**config.mk**
```make
export PLATFORM = sky130hd
export DESIGN_NAME = avr_xmem_mailbox
export DESIGN_NICKNAME = d
export VERILOG_FILES = /design/src/rtl/avr_xmem_mailbox_pkg.sv /design/src/rtl/mbox_sync_fifo.sv /design/src/rtl/avr_xmem_mailbox.sv
export SDC_FILE = /design/constraint.sdc
export NUM_CORES = 1
export LEC_CHECK = 0
export CAP_MARGIN = 20
export CORE_UTILIZATION = 60
export CTS_CLUSTER_SIZE = 40
export DETAILED_ROUTE_END_ITERATION = 8
export GPL_TIMING_DRIVEN = 0
export HOLD_SLACK_MARGIN = 0.02
export PLACE_DENSITY = 0.79
export SYNTH_ARGS = -nofsm -noshare
export SYNTH_HDL_FRONTEND = slang
export SYNTH_HIERARCHICAL = 1
export SYNTH_SLANG_ARGS = --single-unit
```
**constraint.sdc**
```tcl
create_clock -name clk -period 4.53 [get_ports clk]
set_input_delay 1.1325 -clock clk [delete_from_list [all_inputs] [get_ports clk]]
set_output_delay 1.1325 -clock clk [all_outputs]
set_load 0.02 [all_outputs]
```
**src/rtl/avr_xmem_mailbox_pkg.sv**
```systemverilog
// Shared constants for the AVR external-memory mailbox.
// Holds the register offsets inside the 8-byte window, the STATUS and IEN
// bit positions, the read-handshake state type and a count-to-byte helper.
package avr_xmem_mailbox_pkg;

  localparam logic [2:0] REG_STATUS = 3'd0;
  localparam logic [2:0] REG_DATA   = 3'd1;
  localparam logic [2:0] REG_RXCNT  = 3'd2;
  localparam logic [2:0] REG_TXCNT  = 3'd3;
  localparam logic [2:0] REG_IEN    = 3'd4;

  localparam int unsigned ST_RXNE    = 0;
  localparam int unsigned ST_TXFULL  = 1;
  localparam int unsigned ST_TXEMPTY = 2;
  localparam int unsigned ST_RXOVF   = 3;
  localparam int unsigned ST_TXDROP  = 4;

  localparam int unsigned IEN_RXNE    = 0;
  localparam int unsigned IEN_TXEMPTY = 1;

  // Read handshake: wait state, data phase, then hold until the strobe drops.
  typedef enum logic [1:0] {
    RdIdle,
    RdData,
    RdHold
  } rd_state_e;

  // Occupancy as a register byte; only a 256-deep FIFO can exceed 8 bits.
  function automatic logic [7:0] cnt_to_byte(input logic [8:0] cnt);
    return (cnt > 9'd255) ? 8'hFF : cnt[7:0];
  endfunction

endpackage

```
**src/rtl/mbox_sync_fifo.sv**
```systemverilog
// Synchronous byte FIFO used for both mailbox directions.
// Ports: clk/rst (sync, active-high), push/wdata write side, pop/rdata read
// side (rdata is the current head), full/empty/count status, drop pulses
// when a push is refused. A pop is evaluated before the push, so a full FIFO
// accepts a simultaneous push and pop without dropping.
module mbox_sync_fifo #(
  parameter int unsigned Depth = 16,
  localparam int unsigned CntW = $clog2(Depth) + 1,
  localparam int unsigned PtrW = $clog2(Depth)
) (
  input  logic            clk,
  input  logic            rst,
  input  logic            push,
  input  logic [7:0]      wdata,
  input  logic            pop,
  output logic [7:0]      rdata,
  output logic            full,
  output logic            empty,
  output logic [CntW-1:0] count,
  output logic            drop
);

  logic [7:0]      mem_q [Depth];
  logic [PtrW-1:0] rd_ptr_q, wr_ptr_q;
  logic [CntW-1:0] count_q;
  logic            do_pop, do_push;

  assign empty   = (count_q == '0);
  assign full    = (count_q == CntW'(Depth));
  assign do_pop  = pop & ~empty;
  assign do_push = push & (~full | do_pop);
  assign drop    = push & ~do_push;
  assign count   = count_q;
  assign rdata   = mem_q[rd_ptr_q];

  always_ff @(posedge clk) begin
    if (rst) begin
      rd_ptr_q <= '0;
      wr_ptr_q <= '0;
      count_q  <= '0;
    end else begin
      if (do_push) wr_ptr_q <= wr_ptr_q + PtrW'(1);
      if (do_pop)  rd_ptr_q <= rd_ptr_q + PtrW'(1);
      count_q <= count_q + CntW'(do_push) - CntW'(do_pop);
    end
  end

  always_ff @(posedge clk) begin
    if (do_push) mem_q[wr_ptr_q] <= wdata;
  end

endmodule

```
**src/rtl/avr_xmem_mailbox.sv**
```systemverilog
// AVR external data-memory responder exposing a mailbox register window.
// Ports: clk, rst (sync, active-high); AVR bus sram_a/sram_d_out/sram_cs/
// sram_oe/sram_we in, sram_d_in/sram_wait out; TX stream tx_data/tx_valid
// out with tx_ready in; RX stream rx_data/rx_valid in with rx_ready out;
// irq level interrupt out.
// Reads take one wait state (data is registered); writes take none and
// commit once per strobe.
module avr_xmem_mailbox
  import avr_xmem_mailbox_pkg::*;
#(
  parameter int unsigned FIFO_DEPTH = 16
) (
  input  logic        clk,
  input  logic        rst,
  input  logic [15:0] sram_a,
  input  logic [7:0]  sram_d_out,
  input  logic        sram_cs,
  input  logic        sram_oe,
  input  logic        sram_we,
  output logic [7:0]  sram_d_in,
  output logic        sram_wait,
  output logic [7:0]  tx_data,
  output logic        tx_valid,
  input  logic        tx_ready,
  input  logic [7:0]  rx_data,
  input  logic        rx_valid,
  output logic        rx_ready,
  output logic        irq
);

  localparam int unsigned CNT_W = $clog2(FIFO_DEPTH) + 1;

  logic [2:0]       addr;
  logic             cs_oe;
  logic             wr_commit;
  logic             unused_addr;

  rd_state_e        rd_state_q, rd_state_d;
  logic             capture, rx_pop;
  logic [7:0]       d_in_q, rd_data;
  logic             rd_pop_q;
  logic             we_d_q;
  logic [1:0]       ien_q, ien_d;
  logic             rx_ovf_q, rx_ovf_d;
  logic             tx_drop_q, tx_drop_d;
  logic             irq_q, irq_d;

  logic             tx_push, tx_full, tx_empty, tx_drop_evt;
  logic [CNT_W-1:0] tx_count;
  logic [7:0]       rx_head;
  logic             rx_full, rx_empty, rx_drop_evt;
  logic [CNT_W-1:0] rx_count;
  logic [7:0]       status;

  assign addr        = sram_a[2:0];
  assign unused_addr = ^sram_a[15:3];
  assign cs_oe       = sram_cs & sram_oe;
  // Edge-qualified so a multi-cycle write strobe commits only once.
  assign wr_commit   = sram_cs & sram_we & ~we_d_q;
  assign tx_push     = wr_commit & (addr == REG_DATA);

  mbox_sync_fifo #(
    .Depth (FIFO_DEPTH)
  ) u_tx_fifo (
    .clk   (clk),
    .rst   (rst),
    .push  (tx_push),
    .wdata (sram_d_out),
    .pop   (tx_ready),
    .rdata (tx_data),
    .full  (tx_full),
    .empty (tx_empty),
    .count (tx_count),
    .drop  (tx_drop_evt)
  );

  mbox_sync_fifo #(
    .Depth (FIFO_DEPTH)
  ) u_rx_fifo (
    .clk   (clk),
    .rst   (rst),
    .push  (rx_valid),
    .wdata (rx_data),
    .pop   (rx_pop),
    .rdata (rx_head),
    .full  (rx_full),
    .empty (rx_empty),
    .count (rx_count),
    .drop  (rx_drop_evt)
  );

  assign tx_valid  = ~tx_empty;
  assign rx_ready  = ~rx_full;
  assign sram_d_in = d_in_q;
  assign irq       = irq_q;

  always_comb begin
    status              = '0;
    status[ST_RXNE]     = ~rx_empty;
    status[ST_TXFULL]   = tx_full;
    status[ST_TXEMPTY]  = tx_empty;
    status[ST_RXOVF]    = rx_ovf_q;
    status[ST_TXDROP]   = tx_drop_q;
  end

  always_comb begin
    rd_data = 8'h00;
    case (addr)
      REG_STATUS: rd_data = status;
      REG_DATA:   rd_data = rx_empty ? 8'h00 : rx_head;
      REG_RXCNT:  rd_data = cnt_to_byte(9'(rx_count));
      REG_TXCNT:  rd_data = cnt_to_byte(9'(tx_count));
      REG_IEN:    rd_data = {6'b0, ien_q};
      default:    rd_data = 8'h00;
    endcase
  end

  // Read handshake. Wait is suppressed while rst is high so a reset landing
  // in the wait cycle releases the core immediately.
  always_comb begin
    rd_state_d = rd_state_q;
    sram_wait  = 1'b0;
    capture    = 1'b0;
    rx_pop     = 1'b0;
    case (rd_state_q)
      RdIdle: begin
        if (cs_oe) begin
          sram_wait  = ~rst;
          capture    = 1'b1;
          rd_state_d = RdData;
        end
      end
      RdData: begin
        // Pop only if the captured byte really came from the FIFO, so a byte
        // arriving during the wait state is not lost.
        rx_pop     = cs_oe & rd_pop_q;
        rd_state_d = cs_oe ? RdHold : RdIdle;
      end
      RdHold: begin
        if (!cs_oe) rd_state_d = RdIdle;
      end
      default: rd_state_d = RdIdle;
    endcase
  end

  always_comb begin
    ien_d     = ien_q;
    rx_ovf_d  = rx_ovf_q;
    tx_drop_d = tx_drop_q;
    if (wr_commit && addr == REG_IEN) ien_d = sram_d_out[1:0];
    if (wr_commit && addr == REG_STATUS) begin
      if (sram_d_out[ST_RXOVF])  rx_ovf_d  = 1'b0;
      if (sram_d_out[ST_TXDROP]) tx_drop_d = 1'b0;
    end
    // New events override a same-cycle clear.
    if (rx_drop_evt) rx_ovf_d  = 1'b1;
    if (tx_drop_evt) tx_drop_d = 1'b1;
    irq_d = (ien_q[IEN_RXNE] & ~rx_empty) | (ien_q[IEN_TXEMPTY] & tx_empty);
  end

  always_ff @(posedge clk) begin
    if (rst) begin
      rd_state_q <= RdIdle;
      d_in_q     <= 8'h00;
      rd_pop_q   <= 1'b0;
      we_d_q     <= 1'b0;
      ien_q      <= 2'b00;
      rx_ovf_q   <= 1'b0;
      tx_drop_q  <= 1'b0;
      irq_q      <= 1'b0;
    end else begin
      rd_state_q <= rd_state_d;
      if (capture) begin
        d_in_q   <= rd_data;
        rd_pop_q <= (addr == REG_DATA) & ~rx_empty;
      end
      we_d_q    <= sram_we;
      ien_q     <= ien_d;
      rx_ovf_q  <= rx_ovf_d;
      tx_drop_q <= tx_drop_d;
      irq_q     <= irq_d;
    end
  end

endmodule

```
==> impl_results.md, run 1 <==
- Worst hold stages: 2
- Post-synth top flop: sky130_fd_sc_hd__edfxtp_1
- Number of antenna diodes: 0
- Transition time of the tightest slew-check pin: around 1100 ps
- PwrDens: approximately 470 nW/um2
- Dominant cells by area after synthesis: sky130_fd_sc_hd__edfxtp_1, sky130_fd_sc_hd__dfxtp_1, sky130_fd_sc_hd__mux4_2
- Compound-Gate Fraction of Synth Area: 4.09%
- Fraction of power consumed by the clock network: 35.3%
- Worst R2R Path Depth: 13
- Vias: 6879
- Sequential share of power: between 40% and 50%
- FP Rows: 52
- Setup-violating endpoint count in the final report: 0
- Dominant combinational cell family by area after synthesis: multiplexers
- Critical path startpoint category: input port
- CP arrival: around 3200 ps
- Most common library cells after synthesis: sky130_fd_sc_hd__edfxtp_1, sky130_fd_sc_hd__dfxtp_1, sky130_fd_sc_hd__nor2_1, sky130_fd_sc_hd__mux4_2, sky130_fd_sc_hd__a22oi_1
- PortBufs: 42
- Endpoint type of the worst setup path: output port
- Total placed instance area: roughly 13000 um2
- Pin count of the biggest net entering global routing: 18
- Max Slew Vio Count: 0
- Accumulated negative setup slack: 0 ps
- Post-CTS setup buffer count: 0
- RR Endpoint: u_rx_fifo/count[4]
- Post-synthesis share of cell area spent on full adders, half adders and majority gates: under 10%
- Area fraction of the dominant cell type after synthesis: 61.6%
- Clock tree from TritonCTS: built
- Fillers: roughly 1200
- Post-synth cell types: between 40 and 50
- Leftover overflow at the end of global routing: 0
- Internal power consumption: around 0.005 W
- GRT Resource Usage Total: between 20% and 30%
- Number of levels the H-tree was split into: 1
- Buffer depth of the longest clock path: 3
- Max Freq: 229 MHz
- Register bit total from synthesis: 307
- Detailed-route wire length per cell: 24.1 um
- Hold bufs inserted after CTS: 0
- Post-synth ARST share: 0%
- Horiz. Die Dim: approximately 150 um
- Drt via density: between 6 and 7
- Warnings from Yosys: 6
- Critical path type: in2out
- Post-Synth Simple-Gate Area: 6.51%
- Final-stage net count: 858
- Count of antenna-violating nets left after detailed routing: 0
- Vias in the first global route: just over 7000
- Top Ports: approximately 60
- Number of clock buffers inserted by TritonCTS: 30
- MaxCap Viol Count: 0
- Multi-input combinational cell area: 3450 um2
- Core Region: between 20000 and 25000 um2
- Setup WS post-layout: around 170 ps
- Effective utilization at floorplan: 61.5%
- R2R Setup Slk: roughly 1400 ps
- Root buf cell: sky130_fd_sc_hd__clkbuf_16
- Register cell area after layout: a little under 9000 um2
- Slew Limit Headroom: a little over a quarter
- DRC violations left: 0
- Antenna violations before repair: 0
- Synthesized area per cell: roughly 17 um2
- Period utilisation layout: approximately 96%
- Synthesized instance count: between 700 and 800
- DP HPWL: 17200 um
- Syn Nets: 780
- Result of the run: complete, no violations
- Die Height: 146 um
- Worst-skew pair later-pin latency: 550 ps
- Clock net sink count: 307
- PostCTS Resize Cnt: 0
- Net Sw Frac: 24.8%
- Tmin final: 4360 ps
- Layout cells sized above 1: 13.1%
- Worst min-delay path endpoint: sram_d_in[1]
- Post-synth design cell area: 12500 um2
- Placement-stage worst setup slack: roughly 120 ps
- Post-synthesis sequential area ratio: between 60% and 70%
- Library cell with the highest instance count after synthesis: sky130_fd_sc_hd__edfxtp_1
- Setup skew after layout: between 15 and 20 ps
- Worst path required time: approximately 3400 ps
- Tightest hold margin: 480 ps
- Hold Crit Start: sram_d_in[1]
- Routability cong.: just under 0.9
- Proportion of synthesized area in mux cells: between 10% and 20%
- Library cell occupying the most area in the post-synthesis netlist: sky130_fd_sc_hd__edfxtp_1
- Startpoint of the worst register-to-register path: u_rx_fifo/count[2]
- Iteration-0 DRC count of the detailed router: roughly 570
- Die footprint: 21400 um2
- DRT Pass-1 Iters: 5
- Relative contribution of combinational cells to total power: 16.6%
- Post-synth EDFFs: 256
- Leakage power: 4.78 nW
- Final hold vios: 0
- Share of the synthesized netlist area taken by xor and xnor gates: 1.33%
- Critical-path maximum fanout: 17
- P_sw: about 0.0017 W
- Finished Cell Area: between 10000 and 15000 um2
- Wire length of the first global-routing pass: 40800 um
- Peak ir drop on the vdd network: about 0.32 mV
- Worst hold path type: reg2reg
- Clock transition time at the flip-flop clock pins of the worst setup and hold paths: 60 ps
- Unrepaired setup endpoints after global routing: false
- Layout overhead on the synthesized area: 13.7%
- Detailed-route wire length: roughly 26000 um
-- per-stage QoR --
stage          power (W)  util, %  instances
2_1_floorplan    0.00401        -        717
3_3_place_gp     0.00431     65.2       1029
3_5_place_dp     0.00437     65.4       1033
4_1_cts          0.00671     69.9       1088
5_1_grt          0.00692     69.9       1088
6_report         0.00668     69.9       1088
-- metal layers --
| metal | share of wire, % | track usage, % | up-vias |
|---|---|---|---|
| met5 | 0 | 0 | - |
| li1 | - | - | 2989 |
| met3 | 8.5 | 4.91 | 49 |
| met2 | 50 | 42.5 | 344 |
| met4 | 2.2 | 6.93 | 0 |
| met1 | 39 | 34.7 | 3497 |
-- flip-flops by register name (all words and copies together), names as in the netlist, named ones only --
signal / cells
u_rx_fifo/mem_q: 128
u_tx_fifo/mem_q: 128
sram_d_in: 8
u_rx_fifo/count: 5
u_tx_fifo/count: 5
u_rx_fifo/rd_ptr_q: 4
u_rx_fifo/wr_ptr_q: 4
u_tx_fifo/rd_ptr_q: 4
u_tx_fifo/wr_ptr_q: 4
ien_q: 2
rd_state_q: 2
irq: 1
rd_pop_q: 1
rx_ovf_q: 1
tx_drop_q: 1
we_d_q: 1
-- logic make-up (layout without fill, tap and decap cells) --
family                     Yosys count  in the layout
buffers and inverters               59            160
AOI/OAI and AO/OA                   73             73
adders and majority gates           24             24
and+or+nand+nor                    161            161
xor gates and xnor gates            19             19
muxes                               74             74
DFF                                307            307
-- cells in the final DEF (no fill, tap or decap), types with 10 or more instances in the layout --
master and n:
sky130_fd_sc_hd__a21oi_1 14, sky130_fd_sc_hd__nand2_1 32, sky130_fd_sc_hd__ha_1 22, sky130_fd_sc_hd__mux4_2 36, sky130_fd_sc_hd__dfxtp_1 51, sky130_fd_sc_hd__edfxtp_1 256
sky130_fd_sc_hd__clkbuf_16 31, sky130_fd_sc_hd__nand3_1 17, sky130_fd_sc_hd__inv_1 24, sky130_fd_sc_hd__clkbuf_1 18, sky130_fd_sc_hd__and2_1 10, sky130_fd_sc_hd__nor2b_1 12
sky130_fd_sc_hd__mux2i_1 10, sky130_fd_sc_hd__and3_1 10, sky130_fd_sc_hd__clkinv_1 10, sky130_fd_sc_hd__xor2_1 12, sky130_fd_sc_hd__mux4_1 28, sky130_fd_sc_hd__nor2_1 50
sky130_fd_sc_hd__clkdlybuf4s50_1 42, sky130_fd_sc_hd__a22oi_1 35
-- layout make-up --
| class | instances | area share, % |
|---|---|---|
| Buffer | 35 | 1.65 |
| Clock buffer | 38 | 5.65 |
| Clock inverter | 17 | 0.908 |
| Inverter | 24 | 0.634 |
| Multi-Input combinational cell | 351 | 24.3 |
| Sequential cell | 307 | 61.3 |
| Tap cell | 270 | 2.38 |
| Timing Repair Buffer | 46 | 3.14 |
-- power groups by stage --
stage | combinational [W] | sequential, W | clock, W
final | 0.00111 | 0.00321 | 0.00236
after global routing | 0.00121 | 0.00322 | 0.00249
after CTS | 0.00111 | 0.00321 | 0.00238
after detailed placement | 0.00110 | 0.00327 | 0
after global placement | 0.00105 | 0.00326 | 0
after floorplan | 0.000758 | 0.00325 | 0
-- worst max-delay path, stage by stage --
cell and delay (ps):
sky130_fd_sc_hd__clkdlybuf4s50_1 890, sky130_fd_sc_hd__clkbuf_1 520, sky130_fd_sc_hd__nor2_1 120, sky130_fd_sc_hd__clkdlybuf4s50_1 560
-- worst max path at each step --
stage	startpoint	depth (start not counted)	to
after detailed placement	sram_cs	13	u_tx_fifo/count[4]
after floorplan	sram_a[2]	13	u_tx_fifo/count[4]
after CTS	rst	4	sram_wait
final	rst	4	sram_wait
after global placement	sram_cs	14	u_rx_fifo/count[4]
after global routing	rst	4	sram_wait
Note: power is estimated with default switching activity, not from simulation.
==> run 2, diff against run 1 <==
Settings changed: PLACE_DENSITY 0.79 to not set, PLACE_DENSITY_LB_ADDON set to 0.12, RECOVER_POWER set to 50.
==> run 2 against run 1 <==
Critical path depth is the same. Clock skew shrank 2.1 ps. Clock power fell by 2%. Maximum frequency grew 1.7%. First-iteration DRC count is 1.0% lower. Hold slack lost 16 ps. Cell area about the same. Die area did not move. Setup slack improved by 74 ps. Non-clock buffer count unchanged.
==> impl_results.md, run 2 (synthesis gave the netlist of run 1 again) <==
- Setup-violating endpoint count in the final report: 0 (unchanged)
- Die Height: 146 um (unchanged)
- Leading cell type in the layout, fill and taps excluded: sky130_fd_sc_hd__edfxtp_1
- Effective utilization at floorplan: 61.5% (unchanged)
- Routability cong.: 0.818 (-6.3%)
- Number of levels the H-tree was split into: 1 (unchanged)
- Antenna violations before repair: 0 (unchanged)
- Accumulated negative setup slack: 0 ps (unchanged)
- Finished Cell Area: 14200 um2 (about the same)
- Period utilisation layout: 94.6% (-1.6 points)
- Number of antenna diodes: 0 (unchanged)
- Count of antenna-violating nets left after detailed routing: 0 (unchanged)
- PostCTS Resize Cnt: 0 (unchanged)
- PwrDens: 468 nW/um2 (-0.53%)
- Endpoint type of the worst setup path: output port
- Final-stage net count: 858 (unchanged)
- Fillers: 1327 (+7.5%)
- Critical-path maximum fanout: 17 (unchanged)
- Detailed-route wire length: 25100 um (-4.5%)
- DP HPWL: 16900 um (-1.2%)
- Unrepaired setup endpoints after global routing: false
- Root buf cell: sky130_fd_sc_hd__clkbuf_16
- Core Region: 20300 um2 (unchanged)
- Slew Limit Headroom: 36.8% (+9.6 points)
- Peak ir drop on the vdd network: 0.389 mV (+20%)
- FP Rows: 52 (unchanged)
- CP arrival: 3150 ps (-80 ps)
- Setup skew after layout: 14.5 ps (-2.13 ps)
- Buffer depth of the longest clock path: 3 (unchanged)
- Pin count of the biggest net entering global routing: 18 (unchanged)
- Clock tree from TritonCTS: built
- Iteration-0 DRC count of the detailed router: 568 (-1.0%)
- Most frequent cells in the layout: sky130_fd_sc_hd__edfxtp_1, sky130_fd_sc_hd__dfxtp_1, sky130_fd_sc_hd__nor2_1
- Top Ports: 59 (unchanged)
- Clock transition time at the flip-flop clock pins of the worst setup and hold paths: 60 ps (about the same)
- Post-CTS setup buffer count: 0 (unchanged)
- Leftover overflow at the end of global routing: 0 (unchanged)
- Final hold vios: 0 (unchanged)
- Clock net sink count: 307 (unchanged)
- Layout cells sized above 1: 13.1% (+0.032 points)
- Worst hold path type: reg2reg
- PortBufs: 42 (unchanged)
- Worst path required time: 3400 ps (about the same)
- Critical path type: in2out
- Horiz. Die Dim: 146 um (unchanged)
- Critical path startpoint category: input port
- Post-layout power: 0.00664 W (-0.60%)
- Hold bufs inserted after CTS: 0 (unchanged)
- Drt via density: 6.08 (-3.8%)
- Leakage power: 4.78 nW (about the same)
- Tmin final: 4280 ps (-74.0 ps)
- Vias: 6606 (-4.0%)
- Die footprint: 21400 um2 (unchanged)
- Final cell count without fillers: 1086 (-0.18%)
- Layout overhead on the synthesized area: 13.6% (about the same)
- Vias in the first global route: 6909 (-2.8%)
- DRT Pass-1 Iters: 5 (unchanged)
- DRC violations left: 0 (unchanged)
- Wire length of the first global-routing pass: 39200 um (-4.0%)
- Max Freq: 233 MHz (+1.7%)
- Max Slew Vio Count: 0 (unchanged)
- Worst-skew pair later-pin latency: 540 ps (about the same)
- GRT Resource Usage Total: 24.6% (-0.88 points)
- Transition time of the tightest slew-check pin: 944 ps (-137 ps)
- Detailed-route wire length per cell: 23.1 um (-4.3%)
- Number of clock buffers inserted by TritonCTS: 30 (unchanged)
- Result of the run: complete, no violations
- Total placed cells including tap cells: 1033 (unchanged)
- MaxCap Viol Count: 0 (unchanged)
- Total placed instance area: 13300 um2 (about the same)
## run 2: layout make-up
type	count	area (um2)	area share, %
Sequential cell	307	8710	61.4
Multi-Input combinational cell	351	3440	24.3
Clock buffer	44	855	6.02
Timing Repair Buffer	46	448	3.16
Tap cell	270	338	2.38
Buffer	35	234	1.65
Inverter	24	90.1	0.635
Clock inverter	9	71.3	0.503
## run 2: worst paths after layout
kind / start / end / slack [ps] / depth (start not counted)
max: rst / sram_wait / 250 / 4
min: sram_d_in[1] / sram_d_in[1] / 460 / 2
max reg2reg: u_rx_fifo/count[2] / u_rx_fifo/count[4] / 1050 / 13
min reg2reg: sram_d_in[1] / sram_d_in[1] / 460 / 2
## run 2: metal layers
layer	vias to the layer above	wire, um	GRT usage (%)
li1	2992	-	-
met1	3364	9990	31.3
met2	196	13200	43.8
met3	54	1100	3.09
met4	0	788	8.39
met5	-	0	0
## run 2: worst max-delay path: stages
cell	delay, ps
sky130_fd_sc_hd__clkdlybuf4s50_1	930
sky130_fd_sc_hd__clkbuf_1	430
sky130_fd_sc_hd__nor2_1	90
sky130_fd_sc_hd__clkdlybuf4s50_1	560
## run 2: where the power goes
group,switching [W],total (W),internal (W),leakage (nW)
Combinational,0.000587,0.00110,0.000510,1.61
Sequential,0.0000704,0.00322,0.00315,2.72
Clock,0.000971,0.00232,0.00135,0.446
Total,0.00163,0.00664,0.00501,4.78
## run 2: per-stage QoR
step	utilization, %	worst slack, ps	hold WS (ps)
floorplan	-	805	438
global placement	65.2	154	450
detailed placement	65.4	81.1	464
CTS	69.9	256	473
global route	69.9	122	499
finish	69.9	245	464
